**src/rtl/i2c_register_mc_pkg.sv**
```systemverilog
// i2c_reg_pkg: register map, response codes, FSM states and decode helpers
package i2c_reg_pkg;
  localparam logic [4:0] SREG_REV   = 5'd0;
  localparam logic [4:0] SREG_IDLE  = 5'd1;
  localparam logic [4:0] SREG_FAULT = 5'd2;
  localparam logic [4:0] SREG_RSVD  = 5'd3;
  localparam logic [2:0] CREG_DEV = 3'd0;
  localparam logic [2:0] CREG_REG = 3'd1;
  localparam logic [2:0] CREG_TX  = 3'd2;
  localparam logic [2:0] CREG_CMD = 3'd3;
  localparam logic [2:0] CREG_RX  = 3'd4;
  localparam int CHAN_BASE   = 4;
  localparam int CHAN_STRIDE = 5;
  localparam logic [1:0] RESP_OKAY   = 2'd0;
  localparam logic [1:0] RESP_SLVERR = 2'd2;
  localparam logic [1:0] RESP_DECERR = 2'd3;
  localparam int CMD_LEN_LSB = 0;
  localparam int CMD_LEN_MSB = 2;
  localparam int CMD_WR_BIT  = 4;
  typedef enum logic [1:0] {WS_RST, WS_ACC, WS_EXEC, WS_RESP} wr_state_t;
  typedef enum logic [1:0] {RS_RST, RS_ACC, RS_RESP} rd_state_t;
  typedef struct packed {
    logic       hit;
    logic [2:0] ch;
    logic [2:0] off;
  } chan_sel_t;
  // Maps a register index onto (channel, offset) when it lies inside a channel bank.
  function automatic chan_sel_t chan_decode(input logic [4:0] idx, input int n);
    chan_sel_t r;
    int i;
    int base;
    r = '0;
    i = int'(idx);
    for (int c = 0; c < 7; c++) begin
      base = CHAN_BASE + c * CHAN_STRIDE;
      if (c < n && i >= base && i < base + CHAN_STRIDE) begin
        r.hit = 1'b1;
        r.ch  = 3'(c);
        r.off = 3'(i - base);
      end
    end
    return r;
  endfunction
  // Replaces only the bytes enabled in strb.
  function automatic logic [31:0] strb_merge(input logic [31:0] old, input logic [31:0] nw, input logic [3:0] strb);
    logic [31:0] r;
    r = old;
    for (int b = 0; b < 4; b++)
      if (strb[b]) r[8*b +: 8] = nw[8*b +: 8];
    return r;
  endfunction
endpackage

```
**src/rtl/i2c_register_mc_if.sv**
```systemverilog
// i2c_register_mc_if: AXI4-Lite bus bundle with master/slave views
interface i2c_register_mc_if;
  logic        awvalid, awready;
  logic [31:0] awaddr;
  logic        wvalid, wready;
  logic [31:0] wdata;
  logic [3:0]  wstrb;
  logic        bvalid, bready;
  logic [1:0]  bresp;
  logic        arvalid, arready;
  logic [31:0] araddr;
  logic        rvalid, rready;
  logic [31:0] rdata;
  logic [1:0]  rresp;
  modport master (
    output awvalid, awaddr, wvalid, wdata, wstrb, bready, arvalid, araddr, rready,
    input  awready, wready, bvalid, bresp, arready, rvalid, rdata, rresp
  );
  modport slave (
    input  awvalid, awaddr, wvalid, wdata, wstrb, bready, arvalid, araddr, rready,
    output awready, wready, bvalid, bresp, arready, rvalid, rdata, rresp
  );
endinterface

```
**src/rtl/i2c_register_mc_axil_port.sv**
```systemverilog
// i2c_axil_port: AXI4-Lite handshake FSMs producing one-cycle register requests
module i2c_axil_port
  import i2c_reg_pkg::*;
#(
  parameter logic [6:0] ADDR_MASK = 7'h7F
) (
  input  logic          clk,
  input  logic          resetn,
  i2c_register_mc_if.slave axi,
  output logic          wr_req,
  output logic [4:0]    wr_idx,
  output logic [31:0]   wr_data,
  output logic [3:0]    wr_strb,
  input  logic [1:0]    wr_resp,
  output logic [4:0]    rd_idx,
  input  logic [31:0]   rd_data,
  input  logic [1:0]    rd_resp
);
  wr_state_t wstate;
  rd_state_t rstate;
  logic have_aw, have_w, aw_hs, w_hs;
  logic [6:0] aw_m, ar_m;
  logic unused_addr;
  assign aw_m = axi.awaddr[6:0] & ADDR_MASK;
  assign ar_m = axi.araddr[6:0] & ADDR_MASK;
  assign rd_idx = ar_m[6:2];
  assign aw_hs = axi.awvalid && axi.awready;
  assign w_hs = axi.wvalid && axi.wready;
  assign unused_addr = ^{axi.awaddr[31:7], axi.araddr[31:7], aw_m[1:0], ar_m[1:0]};
  // Write path: collect AW and W in any order, issue one request, hold B until taken.
  always_ff @(posedge clk or negedge resetn)
    if (!resetn) begin
      wstate <= WS_RST;
      axi.awready <= 1'b0;
      axi.wready <= 1'b0;
      axi.bvalid <= 1'b0;
      axi.bresp <= RESP_OKAY;
      have_aw <= 1'b0;
      have_w <= 1'b0;
      wr_req <= 1'b0;
      wr_idx <= '0;
      wr_data <= '0;
      wr_strb <= '0;
    end else begin
      case (wstate)
        WS_RST: begin
          axi.awready <= 1'b1;
          axi.wready <= 1'b1;
          wstate <= WS_ACC;
        end
        WS_ACC: begin
          if (aw_hs) begin
            axi.awready <= 1'b0;
            have_aw <= 1'b1;
            wr_idx <= aw_m[6:2];
          end
          if (w_hs) begin
            axi.wready <= 1'b0;
            have_w <= 1'b1;
            wr_data <= axi.wdata;
            wr_strb <= axi.wstrb;
          end
          if ((have_aw || aw_hs) && (have_w || w_hs)) begin
            wr_req <= 1'b1;
            wstate <= WS_EXEC;
          end
        end
        WS_EXEC: begin
          wr_req <= 1'b0;
          have_aw <= 1'b0;
          have_w <= 1'b0;
          axi.bvalid <= 1'b1;
          axi.bresp <= wr_resp;
          wstate <= WS_RESP;
        end
        WS_RESP:
          if (axi.bready) begin
            axi.bvalid <= 1'b0;
            axi.awready <= 1'b1;
            axi.wready <= 1'b1;
            wstate <= WS_ACC;
          end
      endcase
    end
  // Read path: register the core's combinational answer on the AR handshake.
  always_ff @(posedge clk or negedge resetn)
    if (!resetn) begin
      rstate <= RS_RST;
      axi.arready <= 1'b0;
      axi.rvalid <= 1'b0;
      axi.rdata <= '0;
      axi.rresp <= RESP_OKAY;
    end else begin
      case (rstate)
        RS_RST: begin
          axi.arready <= 1'b1;
          rstate <= RS_ACC;
        end
        RS_ACC:
          if (axi.arvalid) begin
            axi.arready <= 1'b0;
            axi.rvalid <= 1'b1;
            axi.rdata <= rd_data;
            axi.rresp <= rd_resp;
            rstate <= RS_RESP;
          end
        RS_RESP:
          if (axi.rready) begin
            axi.rvalid <= 1'b0;
            axi.arready <= 1'b1;
            rstate <= RS_ACC;
          end
        default: rstate <= RS_RST;
      endcase
    end
endmodule

```
**src/rtl/i2c_register_mc.sv**
```systemverilog
// i2c_register_mc: multi-channel AXI4-Lite control/status banks for I2C engines
module i2c_register_mc
  import i2c_reg_pkg::*;
#(
  parameter int         CHANNELS  = 4,
  parameter int         MAX_LEN   = 4,
  parameter logic [6:0] ADDR_MASK = 7'h7F
) (
  input  logic                    clk,
  input  logic                    resetn,
  i2c_register_mc_if.slave        s_axi,
  output logic [7*CHANNELS-1:0]   o_dev_addr,
  output logic [8*CHANNELS-1:0]   o_reg_num,
  output logic [3*CHANNELS-1:0]   o_len,
  output logic [CHANNELS-1:0]     o_wr,
  output logic [32*CHANNELS-1:0]  o_tx_data,
  output logic [CHANNELS-1:0]     o_start,
  input  logic [CHANNELS-1:0]     i_idle,
  input  logic [CHANNELS-1:0]     i_fault,
  input  logic [32*CHANNELS-1:0]  i_rx_data,
  input  logic [31:0]             i_module_rev
);
  logic wr_req;
  logic [4:0] wr_idx, rd_idx;
  logic [31:0] wr_data, rd_data;
  logic [3:0] wr_strb;
  logic [1:0] wr_resp, rd_resp;
  logic [31:0] dev_addr [CHANNELS];
  logic [31:0] reg_num [CHANNELS];
  logic [31:0] tx_data [CHANNELS];
  logic [2:0] len [CHANNELS];
  logic [CHANNELS-1:0] wr, start, fault, fault_q, fault_clr, we_dev, we_reg, we_tx, we_cmd;
  logic [2:0] cmd_len;
  chan_sel_t ws, rs;
  i2c_axil_port #(.ADDR_MASK(ADDR_MASK)) u_port (
    .clk(clk),
    .resetn(resetn),
    .axi(s_axi),
    .wr_req(wr_req),
    .wr_idx(wr_idx),
    .wr_data(wr_data),
    .wr_strb(wr_strb),
    .wr_resp(wr_resp),
    .rd_idx(rd_idx),
    .rd_data(rd_data),
    .rd_resp(rd_resp)
  );
  assign ws = chan_decode(wr_idx, CHANNELS);
  assign rs = chan_decode(rd_idx, CHANNELS);
  assign cmd_len = wr_data[CMD_LEN_MSB:CMD_LEN_LSB];
  // Write decode: busy interlock and length check gate every channel-bank side effect.
  always_comb begin
    wr_resp = RESP_OKAY;
    fault_clr = '0;
    we_dev = '0;
    we_reg = '0;
    we_tx = '0;
    we_cmd = '0;
    if (ws.hit) begin
      for (int c = 0; c < CHANNELS; c++)
        if (ws.ch == 3'(c)) begin
          if (ws.off == CREG_RX || !i_idle[c]) wr_resp = RESP_SLVERR;
          else if (ws.off == CREG_CMD) begin
            if (wr_strb[0]) begin
              if (cmd_len == 3'd0 || cmd_len > 3'(MAX_LEN)) wr_resp = RESP_SLVERR;
              else we_cmd[c] = wr_req;
            end
          end else begin
            we_dev[c] = wr_req && ws.off == CREG_DEV;
            we_reg[c] = wr_req && ws.off == CREG_REG;
            we_tx[c] = wr_req && ws.off == CREG_TX;
          end
        end
    end else if (wr_idx == SREG_FAULT)
      fault_clr = (wr_req && wr_strb[0]) ? wr_data[CHANNELS-1:0] : '0;
    else
      wr_resp = RESP_SLVERR;
  end
  // Read decode: indices past the last channel bank answer DECERR with zero data.
  always_comb begin
    rd_data = '0;
    rd_resp = RESP_OKAY;
    if (rs.hit) begin
      for (int c = 0; c < CHANNELS; c++)
        if (rs.ch == 3'(c))
          rd_data = rs.off == CREG_DEV ? dev_addr[c] :
                    rs.off == CREG_REG ? reg_num[c] :
                    rs.off == CREG_TX  ? tx_data[c] :
                    rs.off == CREG_RX  ? i_rx_data[32*c +: 32] : '0;
    end else if (rd_idx == SREG_REV) rd_data = i_module_rev;
    else if (rd_idx == SREG_IDLE) rd_data = 32'(i_idle);
    else if (rd_idx == SREG_FAULT) rd_data = 32'(fault);
    else if (rd_idx != SREG_RSVD) rd_resp = RESP_DECERR;
  end
  // Register state; a new fault edge wins over a same-cycle W1C clear.
  always_ff @(posedge clk or negedge resetn)
    if (!resetn) begin
      for (int c = 0; c < CHANNELS; c++) begin
        dev_addr[c] <= '0;
        reg_num[c] <= '0;
        tx_data[c] <= '0;
        len[c] <= '0;
      end
      wr <= '0;
      start <= '0;
      fault <= '0;
      fault_q <= '0;
    end else begin
      fault_q <= i_fault;
      fault <= (fault & ~fault_clr) | (i_fault & ~fault_q);
      start <= we_cmd;
      for (int c = 0; c < CHANNELS; c++) begin
        if (we_dev[c]) dev_addr[c] <= strb_merge(dev_addr[c], wr_data, wr_strb);
        if (we_reg[c]) reg_num[c] <= strb_merge(reg_num[c], wr_data, wr_strb);
        if (we_tx[c]) tx_data[c] <= strb_merge(tx_data[c], wr_data, wr_strb);
        if (we_cmd[c]) begin
          len[c] <= cmd_len;
          wr[c] <= wr_data[CMD_WR_BIT];
        end
      end
    end
  for (genvar i = 0; i < CHANNELS; i++) begin : g_out
    assign o_dev_addr[7*i +: 7] = dev_addr[i][6:0];
    assign o_reg_num[8*i +: 8] = reg_num[i][7:0];
    assign o_tx_data[32*i +: 32] = tx_data[i];
    assign o_len[3*i +: 3] = len[i];
  end
  assign o_wr = wr;
  assign o_start = start;
endmodule

```
**src/flat_wrapper.sv**
```systemverilog
// flat-port wrapper written by rule: the top's interface ports become plain ports
module i2c_register_mc_flat import i2c_reg_pkg::*;
#(
  parameter int         CHANNELS  = 4,
  parameter int         MAX_LEN   = 4,
  parameter logic [6:0] ADDR_MASK = 7'h7F
)
  (clk, resetn, o_dev_addr, o_reg_num, o_len, o_wr, o_tx_data, o_start, i_idle, i_fault, i_rx_data, i_module_rev, s_axi_awvalid, s_axi_awaddr, s_axi_wvalid, s_axi_wdata, s_axi_wstrb, s_axi_bready, s_axi_arvalid, s_axi_araddr, s_axi_rready, s_axi_awready, s_axi_wready, s_axi_bvalid, s_axi_bresp, s_axi_arready, s_axi_rvalid, s_axi_rdata, s_axi_rresp);
  i2c_register_mc_if s_axi_i ();
  input  logic clk;
  input  logic resetn;
  output logic [7*CHANNELS-1:0] o_dev_addr;
  output logic [8*CHANNELS-1:0] o_reg_num;
  output logic [3*CHANNELS-1:0] o_len;
  output logic [CHANNELS-1:0] o_wr;
  output logic [32*CHANNELS-1:0] o_tx_data;
  output logic [CHANNELS-1:0] o_start;
  input  logic [CHANNELS-1:0] i_idle;
  input  logic [CHANNELS-1:0] i_fault;
  input  logic [32*CHANNELS-1:0] i_rx_data;
  input  logic [31:0] i_module_rev;
  input wire logic [$bits(s_axi_i.awvalid)-1:0] s_axi_awvalid;
  input wire logic [$bits(s_axi_i.awaddr)-1:0] s_axi_awaddr;
  input wire logic [$bits(s_axi_i.wvalid)-1:0] s_axi_wvalid;
  input wire logic [$bits(s_axi_i.wdata)-1:0] s_axi_wdata;
  input wire logic [$bits(s_axi_i.wstrb)-1:0] s_axi_wstrb;
  input wire logic [$bits(s_axi_i.bready)-1:0] s_axi_bready;
  input wire logic [$bits(s_axi_i.arvalid)-1:0] s_axi_arvalid;
  input wire logic [$bits(s_axi_i.araddr)-1:0] s_axi_araddr;
  input wire logic [$bits(s_axi_i.rready)-1:0] s_axi_rready;
  output wire logic [$bits(s_axi_i.awready)-1:0] s_axi_awready;
  output wire logic [$bits(s_axi_i.wready)-1:0] s_axi_wready;
  output wire logic [$bits(s_axi_i.bvalid)-1:0] s_axi_bvalid;
  output wire logic [$bits(s_axi_i.bresp)-1:0] s_axi_bresp;
  output wire logic [$bits(s_axi_i.arready)-1:0] s_axi_arready;
  output wire logic [$bits(s_axi_i.rvalid)-1:0] s_axi_rvalid;
  output wire logic [$bits(s_axi_i.rdata)-1:0] s_axi_rdata;
  output wire logic [$bits(s_axi_i.rresp)-1:0] s_axi_rresp;
  assign s_axi_i.awvalid = s_axi_awvalid;
  assign s_axi_i.awaddr = s_axi_awaddr;
  assign s_axi_i.wvalid = s_axi_wvalid;
  assign s_axi_i.wdata = s_axi_wdata;
  assign s_axi_i.wstrb = s_axi_wstrb;
  assign s_axi_i.bready = s_axi_bready;
  assign s_axi_i.arvalid = s_axi_arvalid;
  assign s_axi_i.araddr = s_axi_araddr;
  assign s_axi_i.rready = s_axi_rready;
  assign s_axi_awready = s_axi_i.awready;
  assign s_axi_wready = s_axi_i.wready;
  assign s_axi_bvalid = s_axi_i.bvalid;
  assign s_axi_bresp = s_axi_i.bresp;
  assign s_axi_arready = s_axi_i.arready;
  assign s_axi_rvalid = s_axi_i.rvalid;
  assign s_axi_rdata = s_axi_i.rdata;
  assign s_axi_rresp = s_axi_i.rresp;
  i2c_register_mc #(.CHANNELS(CHANNELS), .MAX_LEN(MAX_LEN), .ADDR_MASK(ADDR_MASK)) u_core (.clk(clk), .resetn(resetn), .s_axi(s_axi_i), .o_dev_addr(o_dev_addr), .o_reg_num(o_reg_num), .o_len(o_len), .o_wr(o_wr), .o_tx_data(o_tx_data), .o_start(o_start), .i_idle(i_idle), .i_fault(i_fault), .i_rx_data(i_rx_data), .i_module_rev(i_module_rev));
endmodule
```
**config.mk**
```make
export PLATFORM = sky130hd
export DESIGN_NAME = i2c_register_mc_flat
export DESIGN_NICKNAME = d
export VERILOG_FILES = /design/src/rtl/i2c_register_mc_pkg.sv /design/src/rtl/i2c_register_mc_if.sv /design/src/rtl/i2c_register_mc_axil_port.sv /design/src/rtl/i2c_register_mc.sv /design/src/flat_wrapper.sv
export SDC_FILE = /design/constraint.sdc
export NUM_CORES = 1
export LEC_CHECK = 0
export ABC_AREA = 1
export CAP_MARGIN = 20
export CORE_ASPECT_RATIO = 0.7
export CORE_MARGIN = 3
export CORE_UTILIZATION = 40
export CTS_CLUSTER_SIZE = 14
export DETAILED_ROUTE_END_ITERATION = 10
export PLACE_DENSITY = 0.72
export SKIP_LAST_GASP = 1
export SYNTH_ARGS = -nofsm -noshare
export SYNTH_HDL_FRONTEND = slang
export SYNTH_HIERARCHICAL = 1
export SYNTH_SLANG_ARGS = --single-unit
```
**constraint.sdc**
```tcl
create_clock -name clk -period 2.3 [get_ports clk]
set_input_delay 0.575 -clock clk [delete_from_list [all_inputs] [get_ports clk]]
set_output_delay 0.575 -clock clk [all_outputs]
set_load 0.02 [all_outputs]
```
==> metrics, run 1 <==
Area growth syn-to-layout 52.2%; Placed Cells 4992; fmax 0.356 GHz; gr usage total 0.336; max_cap viols 0; die area 0.0715 mm2; DR vias/cell 5.80; Die X 318 um; First-pass DRT Iterations 6; Final Critical Period 2810 ps; r2r startpoint u_core/u_port/wr_idx[2]; most frequent cells in the layout 1205 x nand2_1, 521 x nand3_1, 495 x dfrtp_1, 463 x clkdlybuf4s50_1, 280 x buf_4; Worst Path Required 2800 ps; clk_lat worst skew 620 ps; largest net degree at the start of global routing 58; status finished with violations; synthesized flop and latch total 501; Worst-path clk slew 70 ps; clock share of power 0.207; Internal 25.0 mW; TritonCTS Buffers 52; Synth cell types 43; endpoints failing hold 0; CTS Buffer Depth 3; DP HPWL 82600 um; die height 225 um; Setup crit start u_core/u_port/wr_idx[2]; io pins 524; largest cells by area after synthesis dfrtp_1 46%, nand2_1 19%, nand3_1 11%; Post-Syn Area 0.0273 mm2; first-pass GRT wire length 184000 um; Post-DRT Antenna Nets 0; sw frac 0.436; Worst Skew 19.2 ps; Final Net Count 4646; DRT iter0 DRCs 4404; Gate power share 0.433; antenna violations before repair 9; worst path arrival time 3310 ps; headroom to the max-slew limit 0.235; vias in the first global route 28442; CP startpoint kind flop; Setup CP Type flop to flop; drc violations 0; htree depth 2; CP Capture Type flop; commonest non-fill, non-tap cell in the layout nand2_1; clk sinks 501; post-route setup TNS -173670 ps; share of the synthesized area in the top cell type 0.459; Post-Synthesis Net Count 3940; Hold Path Class flop to flop; Initial Util 0.408; fin worst setup slack -507 ps; register area share after synthesis 0.459; buffers added on ports 469; RSZ-0062 raised after global routing true; share of layout cells above drive strength 1 0.247; post-synth top area cell dfrtp_1; Pleak 20.7 nW; violated checks negative setup slack; Final Core Density 0.621; total power 44.3 mW; total grt overflow 0; Switch Pwr 19.3 mW; Worst-Margin Slew 1150 ps; CTS tree done; mean post-synth cell area 7.50 um2; Flop pwr share 0.361; clock tree root buffer cell clkbuf_16; CORE AREA 0.0670 mm2; Mapped Cells 3645; Routed WL 129000 um; pre-CTS setup slack -1460 ps; final slew viol count 0; fin cells 5287; routed length per placed instance 24.4 um; setup violators final 456; YS warnings 6; worst vdd ir 0.000992 V; routed vias 30639; pwr/cell area 1070 mW/mm2; row cnt 79; routability cong. 0.949; Final Cycle Share 1.22; worst-path maximum fanout 8; Hold Path Origin u_core/fault_q[3]
==> area by class of cell <==
type | instances | area (um2)
antenna | 7 | 17.5
clock buffer | 73 | 1520
clock inverter | 19 | 262
fill | 5437 | 25400
inverter | 145 | 577
multi-input combinational | 2676 | 14500
sequential | 501 | 12600
tap | 891 | 1110
timing repair buffer | 975 | 11000
==> power groups by stage <==
stage                     sequential, mW  combinational [mW]  clock, mW
after floorplan                     14.5                8.61          0
after global placement              15.4                15.2          0
after detailed placement            15.5                15.5          0
after CTS                           15.4                17.3       9.18
after global routing                16.2                20.3       9.52
final                               16.0                19.2       9.16
==> layer usage <==
metal  part of all wire  GRT usage
met3               0.14      0.112
met5            0.00090          0
met4              0.047      0.117
met1               0.40      0.484
met2               0.41      0.472
==> per-stage QoR <==
stage,hold WS (ps),cell area [um2]
2_1_floorplan,279,27900
3_3_place_gp,404,34800
3_5_place_dp,413,34800
4_1_cts,425,39600
5_1_grt,429,41600
6_report,414,41600
==> path summary, 6_finish.rpt <==
path | end | slack, ps | cells after the start
max | u_core/reg_num[42] | -510 | 18
min | u_core/fault[3] | 410 | 1
max reg2reg | u_core/reg_num[42] | -510 | 18
min reg2reg | u_core/fault[3] | 410 | 1
max in group asynchronous | u_core/u_port/axi.rdata[28] | 980 | 3
min in group asynchronous | u_core/o_dev_addr[20] | 490 | 2
==> cell usage after synthesis <==
cell and instances:
nor3b_1 4, o31ai_4 1, xor2_1 3, or2_1 1, a211oi_1 5, nor3_1 1, o21a_1 1, nand3_2 1
nand3_4 5, nand4_1 137, nor2_2 8, or2_2 3, clkbuf_1 104, nor2_4 14, inv_1 134, nand2_4 27
buf_1 30, o21ai_0 134, a21oi_1 20, nand2_1 1400, buf_4 93, nand3_1 588, o21ai_1 71, a31oi_1 1
o211ai_1 1, inv_2 10, buf_2 91, conb_1 1, ha_1 20, o31ai_1 2, o22ai_1 2, o21ai_2 21
nand3b_1 31, and3_1 1, a21oi_2 3, dfrtp_1 501, nor2_1 125, nand4_4 1, inv_4 1, nor3_2 3
nand2_2 9, buf_6 13, o21bai_1 23
==> worst max-delay path, stage by stage (launching register included) <==
cell and delay (ps):
dfrtp_2 450, buf_6 140, ha_4 160, a21oi_4 170, a21oi_4 80, buf_6 160
nand2_8 80, o22ai_4 60, a21oi_2 180, inv_2 90, nand3_4 90, buf_12 150
nand2_8 90, nor2_4 170, buf_12 200, buf_4 140, nand2_4 80, nand2_1 100
nand2_1 70
==> sequential cells by signal, summed over array words and instances (netlist names), 5 cells and up <==
signal / flops
u_core/u_port/axi.rdata: 32
u_core/o_reg_num: 32
u_core/o_dev_addr: 28
u_core/u_port/wr_data: 32
u_core/dev_addr: 100
u_core/o_tx_data: 128
u_core/reg_num: 96
u_core/o_len: 12
u_core/u_port/wr_idx: 5
==> cells by family after synthesis <==
kind of cell,after synthesis,synth area share
adder cells (fa/ha/maj),20,0.00916
flip-flops,501,0.459
AO/OA/AOI/OAI,285,0.0592
AND/OR/NAND/NOR,2359,0.386
other,1,0.000137
XOR/XNOR,3,0.000962
buffers and inverters,476,0.0860
==> what timing repair did <==
item                       in CTS  in global routing
pin swaps                     177                121
hold endpoints to repair       29                  0
gates cloned                   39                 16
hold buffers                    1                  0
resized for setup             376                271
setup endpoints to repair     460                475
setup buffers                  90                 68
Power figures use the tool's default switching activity.
==> inputs of run 2 (changes only) <==
--- a/config.mk
+++ b/config.mk
@@ -6,12 +6,13 @@
 export NUM_CORES = 1
 export LEC_CHECK = 0
 export ABC_AREA = 1
-export CAP_MARGIN = 20
+export CAP_MARGIN = 40
 export CORE_ASPECT_RATIO = 0.7
 export CORE_MARGIN = 3
 export CORE_UTILIZATION = 40
 export CTS_CLUSTER_SIZE = 14
 export DETAILED_ROUTE_END_ITERATION = 10
+export HOLD_SLACK_MARGIN = 0.1
 export PLACE_DENSITY = 0.72
 export SKIP_LAST_GASP = 1
 export SYNTH_ARGS = -nofsm -noshare
==> metrics, run 2 (same netlist as run 1, synthesis figures left out) <==
die area 0.0715 mm2 (unchanged); Setup crit start u_core/u_port/wr_idx[1] (was u_core/u_port/wr_idx[2]); DR vias/cell 5.78 (was 5.80); Routed WL 127000 um (was 129000 um); Hold Path Class flop to flop (unchanged); most frequent cells in the layout 1252 x nand2_1, 498 x nand3_1, 495 x dfrtp_1, 463 x clkdlybuf4s50_1, 298 x buf_4 (was 1205 x nand2_1, 521 x nand3_1, 495 x dfrtp_1, 463 x clkdlybuf4s50_1, 280 x buf_4); first-pass GRT wire length 180000 um (was 184000 um); top sig layer met5 (unchanged); Final Net Count 4623 (was 4646); total grt overflow 0 (unchanged); fmax 0.350 GHz (was 0.356 GHz); commonest non-fill, non-tap cell in the layout nand2_1 (unchanged); htree depth 2 (unchanged); clk_lat worst skew 630 ps (was 620 ps); RSZ-0062 raised after global routing true (unchanged); setup violators final 451 (was 456); CTS tree done (unchanged); drc violations 0 (unchanged); Initial Util 0.408 (unchanged); total power 44.1 mW (was 44.3 mW); pwr/cell area 1080 mW/mm2 (was 1070 mW/mm2); largest net degree at the start of global routing 58 (unchanged); CP Capture Type flop (unchanged); worst-path maximum fanout 7 (was 8); routed vias 30464 (was 30639); CORE AREA 0.0670 mm2 (unchanged); Flop pwr share 0.360 (was 0.361); Switch Pwr 19.0 mW (was 19.3 mW); clk sinks 501 (unchanged); Die X 318 um (unchanged); CP startpoint kind flop (unchanged); final slew viol count 0 (unchanged); Largest register FFs 128 (unchanged); Setup CP Type flop to flop (unchanged); Worst-Margin Slew 1180 ps (was 1150 ps); worst path arrival time 3370 ps (was 3310 ps); die height 225 um (unchanged); filler cell count 5510 (was 5437); violated checks negative setup slack (unchanged); Worst-path clk slew 70 ps (about the same); worst vdd ir 0.000765 V (was 0.000992 V); clock share of power 0.213 (was 0.207); met3 wire len 18100 um (was 18400 um); io pins 524 (unchanged); clock tree root buffer cell clkbuf_16 (unchanged); gr usage total 0.330 (was 0.336); antenna violations before repair 8 (was 9); routability cong. 0.949 (unchanged); CTS Buffer Depth 3 (unchanged); First-pass DRT Iterations 7 (was 6); metal2 WL 51900 um (was 52700 um); Pleak 20.6 nW (was 20.7 nW); Final Cycle Share 1.24 (was 1.22); M1 WL 50900 um (was 51700 um); vias in the first global route 28279 (was 28442); smallest hold slack 419 ps (was 414 ps); row cnt 79 (unchanged); DP HPWL 82700 um (was 82600 um); fin worst setup slack -554 ps (was -507 ps); Worst Path Required 2810 ps (was 2800 ps); r2r startpoint u_core/u_port/wr_idx[1] (was u_core/u_port/wr_idx[2]); Worst Skew 20.1 ps (was 19.2 ps); Final Core Density 0.611 (was 0.621); Final Critical Period 2850 ps (was 2810 ps); Internal 25.0 mW (about the same); endpoints failing hold 0 (unchanged); Area growth syn-to-layout 50.0% (was 52.2%); status finished with violations (unchanged); sw frac 0.432 (was 0.436); max_cap viols 0 (unchanged); share of layout cells above drive strength 1 0.232 (was 0.247); Hold Path Origin u_core/fault_q[3] (unchanged); headroom to the max-slew limit 0.216 (was 0.235); Gate power share 0.427 (was 0.433); routed length per placed instance 24.0 um (was 24.4 um); TritonCTS Buffers 53 (was 52); Post-DRT Antenna Nets 0 (unchanged); buffers added on ports 469 (unchanged); DRT iter0 DRCs 4904 (was 4404)
==> run 2: cell types whose count changed in the layout (fill, tap and decap cells not counted), moves of 11 or more <==
| cell | change |
|---|---|
| o21ai_1 | +16 |
| buf_6 | -23 |
| nand3_1 | -23 |
| buf_4 | +18 |
| nand2_1 | +47 |
| o21ai_2 | -23 |
| nand3_2 | +20 |
| nand2_2 | -41 |
| nand2_8 | -11 |
==> run 2: layout make-up <==
cell class / instances / area, um2 / share of cell area
multi-input combinational: 2672 / 14200 / 0.347
sequential: 501 / 12600 / 0.306
timing repair buffer: 955 / 10600 / 0.259
clock buffer: 81 / 1640 / 0.0401
tap: 891 / 1110 / 0.0272
inverter: 145 / 577 / 0.0141
clock inverter: 18 / 235 / 0.00574
antenna: 5 / 12.5 / 0.000305
==> run 2: metal layers <==
metal  vias up  track usage
li1      13292            -
met1     14516        0.473
met2      2243        0.459
met3       409        0.112
met4         4        0.120
met5         -            0
==> run 2: power groups by stage <==
stage | clock network [mW] | logic (mW) | registers (mW)
floorplan | 0 | 8.61 | 14.5
global placement | 0 | 15.2 | 15.4
detailed placement | 0 | 15.6 | 15.4
CTS | 9.41 | 17.4 | 15.4
global route | 9.79 | 19.9 | 16.1
finish | 9.38 | 18.8 | 15.9
==> run 2: final timing paths <==
| kind | depth (start not counted) | slack [ps] | to |
|---|---|---|---|
| max | 16 | -550 | u_core/reg_num[9] |
| min | 1 | 420 | u_core/fault[3] |
| max reg2reg | 16 | -550 | u_core/reg_num[9] |
| min reg2reg | 1 | 420 | u_core/fault[3] |
| max in group asynchronous | 3 | 1010 | u_core/o_tx_data[83] |
| min in group asynchronous | 2 | 490 | u_core/o_dev_addr[26] |
==> run 2: what timing repair did <==
action / CTS / global route
endpoints found under the setup margin: 459 / 478
gates resized for setup: 319 / 208
cloned: 33 / 14
hold buffers: 1 / 0
pin swaps: 146 / 109
hold endpoints to repair: 29 / 0
buffers inserted: 78 / 54
==> run 2: critical path, cell delays in order (launching register included) <==
cell and delay [ps]:
dfrtp_2 470, ha_4 180, nand2_4 60, nand2_4 60, or2_4 260, nand2_8 100, inv_6 40, o31ai_4 410
nand3_4 200, nand2_8 150, buf_12 120, nor2_4 40, buf_4 160, clkbuf_16 150, buf_4 140, nand3_1 100
nand2_1 90
==> run 2: metrics by stage <==
step,area [um2],TNS (ps),worst slack [ps],std cells
after floorplan,27900,-50060,-278,3645
after global placement,34800,-244150,-1420,4992
after detailed placement,34800,-260020,-1440,4993
after CTS,39400,-161030,-461,5199
after global routing,41000,-217390,-612,5268
final,41000,-172340,-554,5268
